$ cat config.mk
export PLATFORM = sky130hd
export DESIGN_NAME = shift_sequencer
export DESIGN_NICKNAME = d
export VERILOG_FILES = /design/src/rtl/shift_sequencer_pkg.sv /design/src/rtl/shift_sequencer_barrel_shifter.sv /design/src/rtl/shift_sequencer.sv
export SDC_FILE = /design/constraint.sdc
export NUM_CORES = 1
export LEC_CHECK = 0
export CORE_MARGIN = 2
export CORE_UTILIZATION = 47
export CTS_BUF_LIST = sky130_fd_sc_hd__clkbuf_2 sky130_fd_sc_hd__clkbuf_4 sky130_fd_sc_hd__clkbuf_8
export CTS_CLUSTER_DIAMETER = 30
export DETAILED_ROUTE_END_ITERATION = 8
export PLACE_DENSITY_LB_ADDON = 0.08
export SYNTH_ARGS = -nofsm -noshare
export SYNTH_HDL_FRONTEND = slang
export SYNTH_SLANG_ARGS = --single-unit
$ cat constraint.sdc
create_clock -name clk -period 5.38 [get_ports clk]
set_input_delay 0.807 -clock clk [delete_from_list [all_inputs] [get_ports clk]]
set_output_delay 0.807 -clock clk [all_outputs]
set_load 0.01 [all_outputs]
$ cat src/rtl/shift_sequencer_pkg.sv
// Shared types and constants for the multi-pass shift sequencer.
package shift_sequencer_pkg;

    typedef enum logic [1:0] {
        IDLE  = 2'd0,
        SHIFT = 2'd1,
        DONE  = 2'd2
    } state_t;

    // One pass of the barrel shifter moves at most STEP_MAX bits,
    // so STEP_MAX must fit in SEL_W bits.
    localparam int STEP_MAX = 7;
    localparam int SEL_W    = 3;

endpackage

$ cat src/rtl/shift_sequencer_barrel_shifter.sv
// Single-cycle logical barrel shifter: log-stage mux chain, zero fill, 0..7 bit range.
module Barrel_Shifter
    import shift_sequencer_pkg::*;
#(
    parameter int N = 32
) (
    input  logic [SEL_W-1:0] sh,
    input  logic             RL_Sel,
    input  logic [N-1:0]     RN_In,
    output logic [N-1:0]     Shift_Out
);

    logic [N-1:0] stage [0:SEL_W];

    assign stage[0] = RN_In;

    // Stage i shifts by 2**i when sh[i] is set; RL_Sel = 1 selects right.
    for (genvar i = 0; i < SEL_W; i++) begin : g_stage
        assign stage[i+1] = !sh[i] ? stage[i]
                          : (RL_Sel ? (stage[i] >> (1 << i)) : (stage[i] << (1 << i)));
    end

    assign Shift_Out = stage[SEL_W];

endmodule

$ cat src/rtl/shift_sequencer.sv
// Multi-pass logical shifter: applies up to STEP_MAX bits per cycle until the
// requested amount is consumed, then holds the result under valid/ready.
module shift_sequencer #(
    parameter int N        = 32,
    parameter int AMT_W    = 5,
    parameter int STEP_MAX = shift_sequencer_pkg::STEP_MAX
) (
    input  logic             clk,
    input  logic             reset,
    input  logic             start,
    output logic             in_ready,
    input  logic             dir,
    input  logic [AMT_W-1:0] amt,
    input  logic [N-1:0]     data_in,
    output logic             out_valid,
    input  logic             out_ready,
    output logic [N-1:0]     data_out,
    output logic             busy
);

    import shift_sequencer_pkg::*;

    localparam logic [AMT_W-1:0] STEP_LIM = AMT_W'(STEP_MAX);

    state_t           state;
    state_t           state_next;
    logic [N-1:0]     acc;
    logic [N-1:0]     shifted;
    logic [AMT_W-1:0] rem;
    logic [AMT_W-1:0] step;
    logic             dir_q;
    logic             accept;

    assign accept = start && in_ready;

    // Per-pass amount: whatever is left, capped at what one pass can do.
    assign step = (rem > STEP_LIM) ? STEP_LIM : rem;

    Barrel_Shifter #(
        .N(N)
    ) u_shifter (
        .sh       (step[SEL_W-1:0]),
        .RL_Sel   (dir_q),
        .RN_In    (acc),
        .Shift_Out(shifted)
    );

    // NOTE: sequential state uses non-blocking assignments so every register
    // samples pre-edge values; reset is asynchronous and aborts any operation.
    always_ff @(posedge clk or posedge reset) begin
        if (reset) begin
            state <= IDLE;
        end else begin
            state <= state_next;
        end
    end

    // NOTE: every always_comb output gets a default first so no latch is inferred.
    always_comb begin
        state_next = state;
        case (state)
            IDLE:    if (start) state_next = (amt != '0) ? SHIFT : DONE;
            SHIFT:   if (rem <= STEP_LIM) state_next = DONE;
            DONE:    if (out_ready) state_next = IDLE;
            default: state_next = IDLE;
        endcase
    end

    always_comb begin
        in_ready  = 1'b0;
        out_valid = 1'b0;
        busy      = 1'b0;
        case (state)
            IDLE:    in_ready  = 1'b1;
            SHIFT:   busy      = 1'b1;
            DONE: begin
                out_valid = 1'b1;
                busy      = 1'b1;
            end
            default: in_ready = 1'b0;
        endcase
    end

    always_ff @(posedge clk or posedge reset) begin
        if (reset) begin
            acc   <= '0;
            rem   <= '0;
            dir_q <= 1'b0;
        end else if (accept) begin
            acc   <= data_in;
            rem   <= amt;
            dir_q <= dir;
        end else if (state == SHIFT) begin
            acc   <= shifted;
            rem   <= rem - step;
        end
    end

    // acc only changes on accept or in SHIFT, so the result is stable in DONE.
    assign data_out = acc;

endmodule

# Yosys cells after proc, flatten, opt, wreduce, memory -nomap -nowiden
# Index checks and enable logic that the tools add are counted.
word_totals:
  register_bits: 40
  input_bits: 42
  wordCells: 37
  out_inout_bits: 35
op_classes:
  eq_ne: 5
  reduce_logical: 6
  addsub: 1
  magnitude_cmp: 2
  muxes: 19
ops:
  columns: ["op", "count"]
  rows:
  - ["$mux 32", 8]
  - ["$mux 5", 3]
  - ["$mux 2", 4]
  - ["$ne 2x2->1 const B", 3]
  - ["$pmux 2 s3", 1]
  - ["$gt 5x3->1 const B", 1]
  - ["$le 5x3->1 const B", 1]
  - ["$reduce_bool 5->1", 1]
  - ["$sub 5x5->5", 1]
  - ["$mux 1", 3]
  - ["$reduce_and 3->1", 1]
  - ["$eq 2x1->1 const B", 1]
  - ["$eq 2x2->1 const B", 1]
  - ["$logic_not 2->1", 1]
  - ["$reduce_bool 2->1", 1]
  - ["$reduce_or 2->1", 1]
  - ["$logic_and 1x1->1", 1]

# Logic depth before layout (Yosys ltp)
depth:
  ltp_word: 9
  mapped_depth: 9
  depth_no_buf: 7

# Hierarchy
# A second synthesis with hierarchy kept.
unflattened:
  hier_cells: 598
  area_unflattened_um2: 4853.4
modules_own_cells:
  columns: ["mod", "cells_per_inst", "area_per_inst_um2", "seq_area_each_um2", "n_inst"]
  rows:
  - ["Barrel_Shifter", 398, 2827.7, 0.0, 1]
  - ["shift_sequencer", 200, 2025.7, 1001.0, 1]

# Worst setup path after synthesis
# No wires, ideal clock.
synth_path:
  path_type: "register -> register"
  from: "register rem[3]"
  to: "register acc[20] (netlist: data_out[20])"
  path_buffers: 2
  setup_ps: 69
  setup_slack_ps: 3420
  required_time_ps: 5311
  arrival_time_ps: 1891
  stages_incl_launch_ff: 8
  synth_period_minus_slack_ps: 1960
  path_cell_list: "dfrtp_1 or3_1 buf_4 buf_12 mux2i_4 a2111oi_2 o221ai_1 nand3_1"
synth_via:
  elab_chain_cells: 9
synth_rtl:
  columns: ["item", "line", "text"]
  rows:
  - ["from (decl)", "shift_sequencer.sv:29", "logic [AMT_W-1:0] rem;"]
  - ["from (signal assigned)", "shift_sequencer.sv:91", "rem <= amt;"]
  - ["from (signal assigned)", "shift_sequencer.sv:95", "rem <= rem - step;"]
  - ["$gt 5x3->1 (*)", "shift_sequencer.sv:37", "assign step = (rem > STEP_LIM) ? STEP_LIM : rem;"]
  - ["$mux 5 (*)", "shift_sequencer.sv:37", null]
  - ["$mux 32", "shift_sequencer_barrel_shifter.sv:19", "assign stage[i+1] = !sh[i] ? stage[i]"]
  - ["$mux 32", "shift_sequencer_barrel_shifter.sv:20", ": (RL_Sel ? (stage[i] >> (1 << i)) : (stage[i] << (1 << i)));"]
  - ["$mux 32", "shift_sequencer_barrel_shifter.sv:19", null]
  - ["$mux 32", "shift_sequencer_barrel_shifter.sv:20", null]
  - ["$mux 32 (*)", "shift_sequencer_barrel_shifter.sv:19", null]
  - ["$mux 32 (*)", "shift_sequencer.sv:93", "end else if (state == SHIFT) begin"]
  - ["$mux 32 (*)", "shift_sequencer.sv:89", "end else if (accept) begin"]
  - ["to (signal assigned)", "shift_sequencer.sv:90", "acc <= data_in;"]
  - ["to (signal assigned)", "shift_sequencer.sv:94", "acc <= shifted;"]
  - ["to (decl)", "shift_sequencer.sv:27", "logic [N-1:0] acc;"]
# Mark *: on every way between the ends. The rest lies on a longest branch, timed or not. The select of a mux whose other input is x is not followed.
# A chain may end at the register's enable or synchronous reset.

# Final worst setup path
layout_path:
  from: "register rem[4]"
  to: "register acc[18] (netlist: data_out[18])"
# Same word-level chain as after synthesis.

==> results by group <==
Logic synthesis
  • Area leader, netlist: dfrtp_1
  • Synth Cell Area: 0.00460 mm^2
  • Simple-Gate Fraction of Synth Area: 0.181
  • Post-synth top area share: 0.218
  • Multiplexer area fraction after synthesis: 0.213
  • Top post-synthesis cells by area: dfrtp_1 22%, mux2_2 7.3%, o21ai_0 7.2%
  • Syn_area_per_cell: 7.97 um^2
  • Sequential area share after synthesis: 0.218
  • Post-synthesis cell type count: 55
  • Top FF cell, synth: dfrtp_1
  • Compound-Gate Fraction of Synth Area: 0.305
  • Adder-cell share of the synthesized area: 0.0109
  • Async S/R FF share, synth: 1.00
  • Number of synthesized flops with an enable pin: 0
  • Largest family of logic cells by synthesized area: compound AO/OA/AOI/OAI gates
  • Post-synth net total: 623
  • Post-Synth XOR/XNOR Area: 0
  • Synth Warn #: 0
  • FF+latch count, synth: 40
  • Mapped Cells: 577

Die
  • Full die area: 0.0106 mm^2
  • Initial core utilization: 0.477
  • Die Y: 103 um
  • Top-level port count: 77
  • DIE WIDTH: 103 um
  • Rows: 36
  • Core area: 0.00964 mm^2

Clocking
  • Reg clk slew, reported paths: 0.09 ns
  • Clock Latency Late Sink: 0.32 ns
  • H-tree levels: 2
  • Clock Sinks: 40
  • Setup Fix Bufs, Post-CTS: 0
  • TritonCTS clock tree: done
  • Clock buffer count from CTS: 5
  • Clk buf depth: 2
  • Clk root buf: clkbuf_8
  • Hold-fix buffers, CTS: 0
  • Cts repair resizes: 0

Finish
  • Multi-input gate area: 0.00328 mm^2
  • Diode count: 0
  • FF+latch area: 0.00100 mm^2
  • Fin nets: 660
  • Most common cell after layout, fill and taps aside: clkdlybuf4s50_1
  • Share of post-route cells with drive strength above 1: 0.127
  • Fill count: 941
  • Most frequent cells in the layout: 76 x clkdlybuf4s50_1, 66 x o21ai_0, 55 x nand2_1
  • Area grow syn2layout: 18.0%

Place
  • DP HPWL: 11,700 um
  • Pre-CTS setup slack: 1.83 ns
  • GP Congestion: 0.963
  • Port bufs: 76

Worst setup path
  • CP Buf/Inv Count: 1
  • Crit path max-delay cell type: dfrtp_1
  • Crit start category: register
  • Crit Path Class: reg2reg
  • Slowest cell delay on critical path: 1.08 ns
  • CP top delay family: simple AND/OR/NAND/NOR gates
  • Crit end category: register
  • Worst path arrival time: 3.87 ns
  • Worst-path fanout max: 33
  • Worst EP required: 5.57 ns
  • Critical-path cell list: or3_2, buf_4, mux2i_1, o22ai_1, nor3_1, a21oi_1

Timing
  • Slew margin rel.: 0.259
  • Setup TNS: 0 ns
  • RSZ-0062 raised after global routing: no
  • Fin Clk Skew: 0.00877 ns
  • Setup slack after layout: 1.70 ns
  • Final Max Slew Viols: 0
  • Maximum clock rate: 272 MHz
  • Period utilization: 0.684
  • Tmin final: 3.68 ns
  • Final setup fails: 0
  • Actual slew at the worst max-slew pin: 1.11 ns
  • Fin. Hold Viols: 0

GRT
  • Largest net degree at the start of global routing: 52
  • Vias in the first global route: 4,712
  • Remaining Overflow, GRT: 0
  • First-pass GRT wire length: 28,200 um
  • Global-route usage over all layers: 0.351
  • Initial antenna violation count: 0

Job
  • Max_cap viols: 0

Pwr
  • Leak pwr: 0.00195 uW
  • PwrDens: 814 mW/mm^2
  • Worst VDD drop: 0.517 mV

Worst hold path
  • Hold/Removal Path Class: reg2reg

Drt
  • First-pass DRT Iterations: 5
  • DRT iter0 DRCs: 541
  • Post-DR wirelength/cell: 24.3 um
  • Vias/cell: 6.91
  • ANT nets after route: 0
  • DR DRC count: 0
  • Total number of vias: 5,168
  • WL final: 18,200 um

Status
  • Outcome: complete, no violations
[cell usage after synthesis, types with 2 or more instances]
| cell | n |
|---|---|
| a211o_1 | 2 |
| a211oi_1 | 8 |
| a21oi_1 | 43 |
| a221oi_1 | 2 |
| a22oi_1 | 5 |
| a311oi_1 | 2 |
| a31oi_1 | 8 |
| buf_1 | 5 |
| buf_2 | 13 |
| buf_4 | 5 |
| buf_6 | 4 |
| clkbuf_1 | 28 |
| dfrtp_1 | 40 |
| ha_1 | 4 |
| inv_1 | 11 |
| mux2_2 | 30 |
| mux2i_1 | 26 |
| mux2i_2 | 3 |
| mux2i_4 | 12 |
| mux4_2 | 3 |
| nand2_1 | 55 |
| nand3_1 | 9 |
| nor2_1 | 35 |
| nor2b_1 | 2 |
| nor3_1 | 11 |
| nor3_2 | 2 |
| nor3b_1 | 3 |
| nor4_1 | 5 |
| nor4b_1 | 3 |
| o2111ai_1 | 6 |
| o211ai_1 | 13 |
| o21ai_0 | 66 |
| o21ai_1 | 8 |
| o221ai_1 | 9 |
| o22ai_1 | 36 |
| o31a_1 | 3 |
| o31ai_1 | 5 |
| o32ai_1 | 4 |
| or2_2 | 2 |
| or3_1 | 24 |
| or4_1 | 8 |
[power by group]
group | internal [uW] | switching [uW] | total [uW]
sequential | 455 | 435 | 891
combinational | 1380 | 1910 | 3290
clock | 115 | 126 | 241
[flip-flops by register name, summed over array words and instances (netlist names)]
register,flops
state,2
rem,5
data_out,32
dir_q,1
[layer usage]
layer / GRT usage / up-vias / wire (um)
met5: 0 / - / 0
met4: 0.132 / 0 / 593
met3: 0.0705 / 49 / 1840
met2: 0.541 / 342 / 8330
met1: 0.488 / 2484 / 7440
li1: - / 2293 / -
[cell type report]
| cell class | instances | share of cell area |
|---|---|---|
| Inverter | 11 | 0.00761 |
| Sequential cell | 40 | 0.185 |
| Tap cell | 133 | 0.0307 |
| Multi-Input combinational cell | 470 | 0.605 |
| Clock buffer | 8 | 0.0180 |
| Timing Repair Buffer | 86 | 0.154 |
[through the flow]
stage | power, uW | instance area [um^2] | instances | utilization | hold slack [ns]
floorplan | 3070 | 4600 | 577 | - | 0.477
global placement | 4060 | 5330 | 740 | 0.553 | 0.493
detailed placement | 4070 | 5330 | 740 | 0.553 | 0.513
CTS | 4340 | 5430 | 748 | 0.563 | 0.542
global route | 4690 | 5430 | 748 | 0.563 | 0.611
finish | 4420 | 5430 | 748 | 0.563 | 0.552
[worst paths after layout]
kind / startpoint / end / slack, ns / cells after the start
max: rem[4] / data_out[18] / 1.70 / 6
min: state[0] / state[0] / 0.55 / 2
max reg2reg: rem[4] / data_out[18] / 1.70 / 6
min reg2reg: state[0] / state[0] / 0.55 / 2
max in group asynchronous: reset / dir_q / 3.99 / 3
min in group asynchronous: reset / rem[0] / 0.94 / 3
[cell families (layout without fill, tap and decap cells)]
group	count (synthesis)	in the layout
adders and majority gates	4	4
buffers and inverters	67	105
muxes	74	74
DFF	40	40
AOI/OAI and AO/OA	227	227
and+or+nand+nor	165	165
[worst reg2reg max path, stage by stage, from the launching register on]
cell and delay, ns:
dfrtp_1 1.08, or3_2 1.03, buf_4 0.50, mux2i_1 0.46, o22ai_1 0.15, nor3_1 0.24, a21oi_1 0.12
No activity file was read; power rests on OpenSTA's default activity.
